==> config.mk <==
export PLATFORM = sky130hd
export DESIGN_NAME = command_feeder
export DESIGN_NICKNAME = d
export VERILOG_FILES = /design/src/rtl/scara_cmd_pkg.sv /design/src/rtl/cmd_fifo_mem.sv /design/src/rtl/command_feeder.sv
export SDC_FILE = /design/constraint.sdc
export NUM_CORES = 1
export LEC_CHECK = 0
export BUFFER_PORTS_ARGS = -buffer_cell sky130_fd_sc_hd__buf_2
export CAP_MARGIN = 30
export CORE_ASPECT_RATIO = 0.8
export CORE_UTILIZATION = 44
export DETAILED_ROUTE_END_ITERATION = 6
export GPL_TIMING_DRIVEN = 0
export MAX_ROUTING_LAYER = met4
export PLACE_DENSITY = 0.7
export SYNTH_ARGS = -nofsm -noshare
export SYNTH_HDL_FRONTEND = slang
export SYNTH_SLANG_ARGS = --single-unit
==> constraint.sdc <==
create_clock -name clk -period 6.1 [get_ports clk]
set_clock_uncertainty 0.2 [all_clocks]
set_input_delay 1.22 -clock clk [delete_from_list [all_inputs] [get_ports clk]]
set_output_delay 1.22 -clock clk [all_outputs]
set_load 0.01 [all_outputs]
==> src/rtl/scara_cmd_pkg.sv <==
// Command encoding shared by the command feeder and the SCARA motion controller.
// Holds the opcode enum, field widths and the opcode validity check.
package scara_cmd_pkg;

  localparam int CMD_W     = 4;
  localparam int OPERAND_W = 14;
  localparam int ENTRY_W   = CMD_W + 2 * OPERAND_W;

  typedef enum logic [CMD_W-1:0] {
    G00 = 4'd0,
    G01 = 4'd1,
    G20 = 4'd2,
    G21 = 4'd3,
    G90 = 4'd4,
    G91 = 4'd5,
    M2  = 4'd6,
    M6  = 4'd7,
    M72 = 4'd8
  } opcode_e;

  localparam logic [CMD_W-1:0] OPCODE_LIMIT = 4'(M72);

  function automatic logic opcode_valid(input logic [CMD_W-1:0] op);
    return op <= OPCODE_LIMIT;
  endfunction

endpackage

==> src/rtl/cmd_fifo_mem.sv <==
// Circular command storage: DEPTH x WIDTH array with one write and one read port.
// Pointers carry an extra wrap bit so full and empty are distinguishable.
module cmd_fifo_mem #(
  parameter int DEPTH = 8,
  parameter int WIDTH = 32,
  localparam int AW = $clog2(DEPTH)
) (
  input  logic             clk,
  input  logic             rst_n,
  input  logic             clear,
  input  logic             wr_en,
  input  logic [WIDTH-1:0] wr_data,
  input  logic             rd_en,
  output logic [WIDTH-1:0] rd_data,
  output logic             full,
  output logic             empty,
  output logic [AW:0]      count
);

  logic [WIDTH-1:0] mem [DEPTH];
  logic [AW:0]      wr_ptr;
  logic [AW:0]      rd_ptr;

  assign count   = wr_ptr - rd_ptr;
  assign full    = (count == (AW+1)'(DEPTH));
  assign empty   = (wr_ptr == rd_ptr);
  assign rd_data = mem[rd_ptr[AW-1:0]];

  always_ff @(posedge clk or negedge rst_n) begin
    if (!rst_n) begin
      wr_ptr <= '0;
      rd_ptr <= '0;
    end else if (clear) begin
      wr_ptr <= '0;
      rd_ptr <= '0;
    end else begin
      if (wr_en && !full)
        wr_ptr <= wr_ptr + 1'b1;
      if (rd_en && !empty)
        rd_ptr <= rd_ptr + 1'b1;
    end
  end

  // Array contents need no reset; the pointers alone decide what is valid.
  always_ff @(posedge clk) begin
    if (wr_en && !full)
      mem[wr_ptr[AW-1:0]] <= wr_data;
  end

endmodule

==> src/rtl/command_feeder.sv <==
// Buffers loader commands and presents them show-ahead to the motion controller,
// halting after an M2 until start, with sticky overflow / bad-opcode flags.
module command_feeder
  import scara_cmd_pkg::*;
#(
  parameter int DEPTH = 8
) (
  input  logic                       clk,
  input  logic                       rst_n,
  input  logic                       wr_en,
  input  logic [CMD_W-1:0]           wr_cmd,
  input  logic [OPERAND_W-1:0]       wr_x,
  input  logic [OPERAND_W-1:0]       wr_y,
  output logic                       full,
  input  logic                       clear,
  input  logic                       start,
  input  logic                       block,
  input  logic                       controller_ready,
  output logic                       memory_ready,
  output logic [CMD_W-1:0]           cmd,
  output logic [OPERAND_W-1:0]       x_value,
  output logic [OPERAND_W-1:0]       y_value,
  output logic                       program_done,
  output logic                       overflow,
  output logic                       bad_opcode,
  output logic [$clog2(DEPTH)+1:0]   level
);

  localparam int AW = $clog2(DEPTH);

  logic               cmd_ok;
  logic               stg_wr;
  logic               stg_rd;
  logic               stg_empty;
  logic [AW:0]        stg_count;
  logic [ENTRY_W-1:0] stg_rdata;
  logic               pres_valid;
  logic               pop;
  logic               load;

  assign cmd_ok       = opcode_valid(wr_cmd);
  assign stg_wr       = wr_en & cmd_ok & ~full & ~clear;
  assign memory_ready = pres_valid & ~program_done;
  assign pop          = memory_ready & controller_ready & ~block;
  assign load         = (~pres_valid | pop) & ~stg_empty;
  assign stg_rd       = load & ~clear;
  assign level        = (AW+2)'(stg_count) + (AW+2)'(pres_valid);

  cmd_fifo_mem #(
    .DEPTH (DEPTH),
    .WIDTH (ENTRY_W)
  ) u_mem (
    .clk     (clk),
    .rst_n   (rst_n),
    .clear   (clear),
    .wr_en   (stg_wr),
    .wr_data ({wr_cmd, wr_x, wr_y}),
    .rd_en   (stg_rd),
    .rd_data (stg_rdata),
    .full    (full),
    .empty   (stg_empty),
    .count   (stg_count)
  );

  always_ff @(posedge clk or negedge rst_n) begin
    if (!rst_n) begin
      pres_valid <= 1'b0;
      cmd        <= '0;
      x_value    <= '0;
      y_value    <= '0;
    end else if (clear) begin
      pres_valid <= 1'b0;
      cmd        <= '0;
      x_value    <= '0;
      y_value    <= '0;
    end else if (load) begin
      pres_valid                <= 1'b1;
      {cmd, x_value, y_value}   <= stg_rdata;
    end else if (pop) begin
      pres_valid <= 1'b0;
    end
  end

  // The entry behind an M2 still loads into the presentation register; it is
  // only withheld from the controller until start releases the halt.
  always_ff @(posedge clk or negedge rst_n) begin
    if (!rst_n) begin
      program_done <= 1'b0;
      overflow     <= 1'b0;
      bad_opcode   <= 1'b0;
    end else if (clear) begin
      program_done <= 1'b0;
      overflow     <= 1'b0;
      bad_opcode   <= 1'b0;
    end else begin
      if (pop && cmd == 4'(M2))
        program_done <= 1'b1;
      else if (start)
        program_done <= 1'b0;
      if (wr_en && !cmd_ok)
        bad_opcode <= 1'b1;
      if (wr_en && cmd_ok && full)
        overflow <= 1'b1;
    end
  end

endmodule

======== Word-level counts from Yosys, hierarchy flattened ========
Memory sizes are Yosys's and may differ from the RTL's.
Index checks and enable logic that the tools add are counted.
storage, ports and cells
  bits in registers ....................... 44
  latch bits .............................. 0
  memory bits (writable) .................. 256
  memory bits (read-only) ................. 0
  input port bits ......................... 39
  output and inout port bits .............. 42
  logic and storage cells ................. 71
  memories ................................ 1
memory list
  name       depth  width  rd ports  clocked after memory_dff  wr ports  RTL line            RTL
  u_mem.mem  8      32     1         0                         1         cmd_fifo_mem.sv:20  logic [WIDTH-1:0] mem [DEPTH];
operators by class
  $add $sub $neg .......................... 4
  multiply operators ...................... 0
  divide/modulo/power cells ............... 0
  $lt $le $gt $ge ......................... 1
  eq/ne operators ......................... 3
  shift operators ......................... 0
  mux-type cells .......................... 22
  bitwise operators ....................... 15
  reductions and logical operators ........ 16
operators with widths
  kind                                                   number
  2-to-1 mux 14 bit                                      4
  2-to-1 mux 4 bit                                       6
  2-to-1 mux 1 bit                                       12
  nonzero test 2 bit                                     5
  adder 4 x 1 -> 4 bit, second input constant            2
  AND 1 bit                                              8
  logical AND 1 bit                                      6
  inverter 1 bit                                         6
  nonzero test 3 bit                                     2
  adder 4 x 1 -> 5 bit                                   1
  == test 4 x 3 -> 1 bit, second input constant          1
  == test 4 bit                                          1
  == test 4 bit, second input constant                   1
  less-or-equal comparator 4 bit, second input constant  1
  subtractor 4 bit                                       1
  logical NOT 1 bit                                      3
  OR 1 bit                                               1

======== Longest topological paths before layout ========
Gate-level depths: netlist of the first run.
  word-level depth ........................ 10
  mapped depth ............................ 10

======== Hierarchy ========
Synthesis of the first run repeated with hierarchy kept, for this count alone.
second synthesis, totals
  cell total of the unflattened synthesis .. 615
  area, all modules ....................... 11765.0 µm²
by module, submodules not included
  module          times used  cells each  area an instance (µm²)  sequential area each (µm²)
  cmd_fifo_mem    1           513         10318.6                 7887.6
  command_feeder  1           102         1446.4                  900.9

======== Least setup slack after synthesis of the first run ========
Ideal clock, no wire load.
  path kind ............................... input to register
  from .................................... in wr_cmd[1]
  to ...................................... mem u_mem.mem[2][0] (enable)
  setup time .............................. 0.440 ns
  data arrival time ....................... 4.004 ns
  slack ................................... 1.455 ns
  stages on the path ...................... 5
  cells stage by stage .................... or3_1 -> a21oi_1 -> o31a_1 -> buf_2 -> nor4b_2
on the way
  longest elaborated chain between the ends .. 7
ends and longest elaborated chain
  element                                 RTL line              RTL
  start: declaration                      command_feeder.sv:11  input logic [CMD_W-1:0] wr_cmd,
  less-or-equal comparator 4 bit          scara_cmd_pkg.sv:24   return op <= OPCODE_LIMIT;
  AND 1 bit (3 in series)                 command_feeder.sv:42  assign stg_wr = wr_en & cmd_ok & ~full & ~clear;
  logical AND 1 bit                       cmd_fifo_mem.sv:46    if (wr_en && !full)
  2-to-1 mux 1 bit                        cmd_fifo_mem.sv:46
  2-to-1 mux 1 bit (implied by the code)  cmd_fifo_mem.sv:47    mem[wr_ptr[AW-1:0]] <= wr_data;
  end: declaration                        cmd_fifo_mem.sv:20
No other way between the ends.

======== Final worst setup path of the first run ========
  from .................................... reg u_mem.rd_ptr[2]
  to ...................................... out full
on the way
  longest elaborated chain between the ends .. 2
ends and longest elaborated chain
  element                   RTL line              RTL
  start: declaration        cmd_fifo_mem.sv:22    logic [AW:0] rd_ptr;
  start signal: assignment  cmd_fifo_mem.sv:40    rd_ptr <= rd_ptr + 1'b1;
  subtractor 4 bit          cmd_fifo_mem.sv:24    assign count = wr_ptr - rd_ptr;
  == test 4 bit             cmd_fifo_mem.sv:25    assign full = (count == (AW+1)'(DEPTH));
  end: declaration          command_feeder.sv:14  output logic full,
No other way between the ends.

==> results of run 1 <==
## per-layer routing
layer  track usage  up-vias  routed length (um)
met5             -        -                   0
met4        0.0400        0                 352
met3        0.0342       41                1710
met2         0.329      241               12500
met1         0.279     3199               11200
li1              -     2640                   -
## cell type report
| type | instances | area [um2] |
|---|---|---|
| sequential | 300 | 8790 |
| tap | 351 | 439 |
| antenna | 1 | 2.50 |
| timing repair buffer | 90 | 629 |
| inverter | 7 | 26.3 |
| fill | 2035 | 12000 |
| buffer | 35 | 191 |
| clock inverter | 17 | 125 |
| clock buffer | 33 | 751 |
| multi-input combinational | 260 | 2640 |
## worst max-delay path, cell delays in order (launching register included)
cell,delay (ps)
dfrtp_1,320
clkbuf_1,300
clkinv_1,330
clkbuf_1,390
ha_1,480
xor2_2,310
nand3_1,160
nor3_1,260
buf_2,190
## cells in the mapped netlist, types with 4 or more instances
library cell / number / area (um2)
ha_1: 7 / 87.6
dfrtp_1: 44 / 1100
buf_6: 4 / 45.0
buf_4: 5 / 37.5
buf_2: 9 / 45.0
a311oi_1: 32 / 280
edfxtp_1: 256 / 7690
inv_1: 6 / 22.5
mux4_2: 64 / 1440
clkbuf_1: 15 / 56.3
a21oi_1: 5 / 25.0
nand2_1: 69 / 259
nor2_1: 42 / 158
## sequential cells by signal (all words and copies together) (netlist names)
name	cells
y_value	14
cmd	4
u_mem.mem	256
overflow	1
u_mem.wr_ptr	4
u_mem.rd_ptr	4
x_value	14
pres_valid	1
bad_opcode	1
program_done	1
## report_power, final
group          leakage, nW  internal [mW]  total, mW  switching (mW)
Clock                0.436          0.955       1.68           0.723
Sequential            2.89           2.37       2.47           0.101
Combinational         1.38          0.554       1.28           0.724
Total                 4.70           3.88       5.43            1.55
## per-stage QoR
step           power, mW  TNS [ps]  instances  setup WS (ps)
2_1_floorplan       3.33         0        602           1460
3_3_place_gp        3.76    -26570       1032           -834
3_5_place_dp        3.81         0       1043           1840
4_1_cts             5.47         0       1093           1370
5_1_grt             5.65         0       1094           1190
6_report            5.43         0       1094           1390
## worst paths after layout
path / startpoint / to / depth (start not counted)
worst max-delay path: u_mem.rd_ptr[2] / full / 8
worst min-delay path: bad_opcode / bad_opcode / 2
worst max register to register: u_mem.rd_ptr[2] / u_mem.mem[2][15] / 11
worst min register to register: bad_opcode / bad_opcode / 2
max in group asynchronous: rst_n / y_value[7] / 2
min in group asynchronous: rst_n / overflow / 1
## kinds of logic after synthesis
| group | after synthesis | share of synthesized area |
|---|---|---|
| DFF | 300 | 0.756 |
| muxes | 66 | 0.126 |
| and+or+nand+nor | 134 | 0.0512 |
| buffers and inverters | 42 | 0.0187 |
| AOI/OAI and AO/OA | 44 | 0.0321 |
| adders and majority gates | 8 | 0.00925 |
| xor gates and xnor gates | 8 | 0.00732 |
==> results.cfg, run 1 <==
[floorplan]
fp-row-count = 52
die_h_um = 147
ios = 81
start_util = 0.454
die_area_mm2 = 0.0271
core_area_mm2 = 0.0256
die_width_um = 184

[synth]
synth_ff_type = edfxtp_1
ys_seq_area_frac = 0.756
synthesis.area_mm2 = 0.0116
synth_async_sr_flop_share = 0.147
yosys_warnings = 0
synthCells = 602
syn_area_per_cell_um2 = 19.3
ys_types = 44
synth_nets = 649
synth_edf_count = 256
ys_ff_latch = 300

[run]
max_cap_violations = 0

[cells_and_area]
fin_nets = 769
final_cell_mix = edfxtp_1, buf_2, nand2_1, mux4_2, dfrtp_1
syn_to_final_growth_pct = 16.9
layout_commonest_cell = edfxtp_1
final_core_util = 0.530
fin_area_mm2 = 0.0136
drive_gt1_frac = 0.301

[timing]
setup_viol = 0
finalHoldViolations = 0
slew_violations = 0
rsz0062_at_grt = no
tightest_slew_ps = 776
period_minus_slack_ps = 4710
finalCritPeriodShare = 0.773
whs_ps = 302
fmax_mhz = 212
slew_headroom = 0.483

[route]
drtIter0Drc = 544
vias = 6121
drtAntennaViolNets = 0
drc = 0
route.detailed.vias_per_inst = 5.60
drt_pass1_iterations = 5
drt-total-wl_um = 25800
wl_per_cell_um = 23.5

[grt]
grt.overflow.total = 0
grt_antenna_before_repair = 1
grt_pass1_wl_um = 39400
first_global_vias = 6507
grt.total_usage = 0.205
grt_max_degree = 34

[cts]
cts.path.max_buffers = 3
cts_sinks = 300
insertion_delay_ps = 540
numCtsBuffers = 28
cts_htree_levels = 1
cts_resized = 0
post-cts-setup-buffer-count = 0
root_buffer = clkbuf_16
path_clk_slew_ps = 70
cts-hold-fix-buffers = 0
cts_tree = done

[setup_path]
crit_fanout = 10
start_kind = flop
crit_path_end_kind = primary output
critPathArrivalTime_ps = 3290
rrSetupSlack_ps = 1830
critical_path_required_ps = 4680
path_class = reg -> out

[power]
peakVddDrop_mv = 0.311
p_per_area_mw_per_mm2 = 399
power_leakage_nw = 4.70

[place]
placed_cell_area_mm2 = 0.0127
port_buffers = 79
gp_congestion = 0.770
dp_hpwl_um = 16500

[min_path]
worstHoldPathType = reg -> reg

[outcome]
status = finished, final reports clean
Note: power is estimated with default switching activity, not from simulation.
==> run 2: changes to the inputs <==
clock period = 4.35 ns   (was 6.1 ns; I/O delays follow)
==> results.cfg, run 2 (synthesis gave the netlist of run 1 again) <==
[setup_path]
rr_worst_depth = 11
r2r_start = u_mem.rd_ptr[1]
rrSetupSlack_ps = 470
start_kind = flop
endpoint = level[3]
path_class = reg -> out
crit_fanout = 10
critPathArrivalTime_ps = 3040
crit_path_end_kind = primary output
critical_path_required_ps = 3280
setup.worst_path.start = u_mem.rd_ptr[1]
reg2reg_to = u_mem.mem[2][7]

[cts]
path_clk_slew_ps = 60
insertion_delay_ps = 530
cts_htree_levels = 1
numCtsBuffers = 27
cts_tree = done
cts_sinks = 300
cts.path.max_buffers = 3
cts-hold-fix-buffers = 0
root_buffer = clkbuf_16

[timing]
finalHoldViolations = 0
slew_violations = 0
setup_viol = 0
setup_slack_ps = 236
tightest_slew_ps = 783
finalCritPeriodShare = 0.946
rsz0062_at_grt = no
fmax_mhz = 243
slew_headroom = 0.478
whs_ps = 176
period_minus_slack_ps = 4110

[route]
vias = 6052
drtIter0Drc = 587
route.detailed.vias_per_inst = 5.53
drtAntennaViolNets = 0
drc = 0
drt_pass1_iterations = 5
wl_per_cell_um = 23.0
drt-total-wl_um = 25200

[floorplan]
core_area_mm2 = 0.0256
die_area_mm2 = 0.0271
die_h_um = 147
die_width_um = 184
ios = 81
start_util = 0.454
fp-row-count = 52

[run]
max_cap_violations = 0

[grt]
grt.total_usage = 0.197
first_global_vias = 6237
grt_pass1_wl_um = 37800
grt_antenna_before_repair = 2
grt.overflow.total = 0
grt_max_degree = 34

[power]
peakVddDrop_mv = 0.353
p_per_area_mw_per_mm2 = 561
power_leakage_nw = 4.70
power_mw = 7.63

[cells_and_area]
fin_cells = 1094
final_core_util = 0.530
regArea_mm2 = 0.00879
multi_input_area_mm2 = 0.00264
drive_gt1_frac = 0.305
final_cell_mix = edfxtp_1, buf_2, nand2_1, mux4_2, dfrtp_1
largest_reg_flops = 256
fin_nets = 768
syn_to_final_growth_pct = 16.9
fillers = 2046
layout_commonest_cell = edfxtp_1

[place]
port_buffers = 79
pre_cts_slack_ps = 323
dp_hpwl_um = 16300
dp.cells = 1043
gp_congestion = 0.812

[min_path]
worstHoldPathType = in -> async

[outcome]
status = finished, final reports clean
## run 2: changes by cell type in the layout (fill, tap and decap cells not counted), sizes merged
cell,before,now
buf,110,109
bufinv,2,3
clkbuf,48,53
clkinv,16,8
diode,1,2
inv,6,8
## run 2: layer usage
metal / GRT usage / part of all wire
met2: 0.316 / 0.49
met3: 0.0286 / 0.063
met5: - / 0
met1: 0.270 / 0.43
met4: 0.0408 / 0.019
## run 2: timing repair
| action | 4_1_cts | 5_1_grt |
|---|---|---|
| endpoints found under the hold margin | 0 | 0 |
| gates resized for setup | 0 | 4 |
| setup endpoints to repair | 0 | 3 |
| buffers inserted | 0 | 0 |
## run 2: per-stage QoR
step / instance area (um2) / TNS [ps]
after CTS: 13600 / 0
after detailed placement: 12700 / 0
final: 13600 / 0
after floorplan: 11600 / 0
after global routing: 13600 / 0
after global placement: 12500 / -141400
## run 2: power breakdown
part	total, mW	internal, mW	switching [mW]
sequential	3.47	3.32	0.150
combinational	1.80	0.781	1.02
clock	2.36	1.37	0.986
total	7.63	5.48	2.15
## run 2: critical path: stages, from the launching register on
cell	delay (ps)
dfrtp_1	510
buf_2	340
clkbuf_4	320
inv_1	100
ha_1	310
nand3b_1	100
a21oi_1	370
nor2_1	120
xor2_1	180
buf_2	150
## run 2: worst min path at each step
stage                    startpoint  slack [ps]               to  cells past startpoint
CTS                           rst_n         180      y_value[12]                      1
finish                        rst_n         180           cmd[0]                      1
global route                  rst_n         200      y_value[12]                      1
floorplan           u_mem.wr_ptr[3]         310  u_mem.wr_ptr[3]                      1
global placement         bad_opcode         290       bad_opcode                      2
detailed placement         overflow         300         overflow                      1
## run 2: area by class of cell
cell class / instances / area share
multi-input cells: 260 / 0.195
plain buffers: 35 / 0.0144
clock inverters: 12 / 0.0103
flip-flops and latches: 300 / 0.647
repair buffers: 90 / 0.0449
diodes: 2 / 0.000368
clock buffers: 37 / 0.0547
inverters: 7 / 0.00193
well taps: 351 / 0.0323
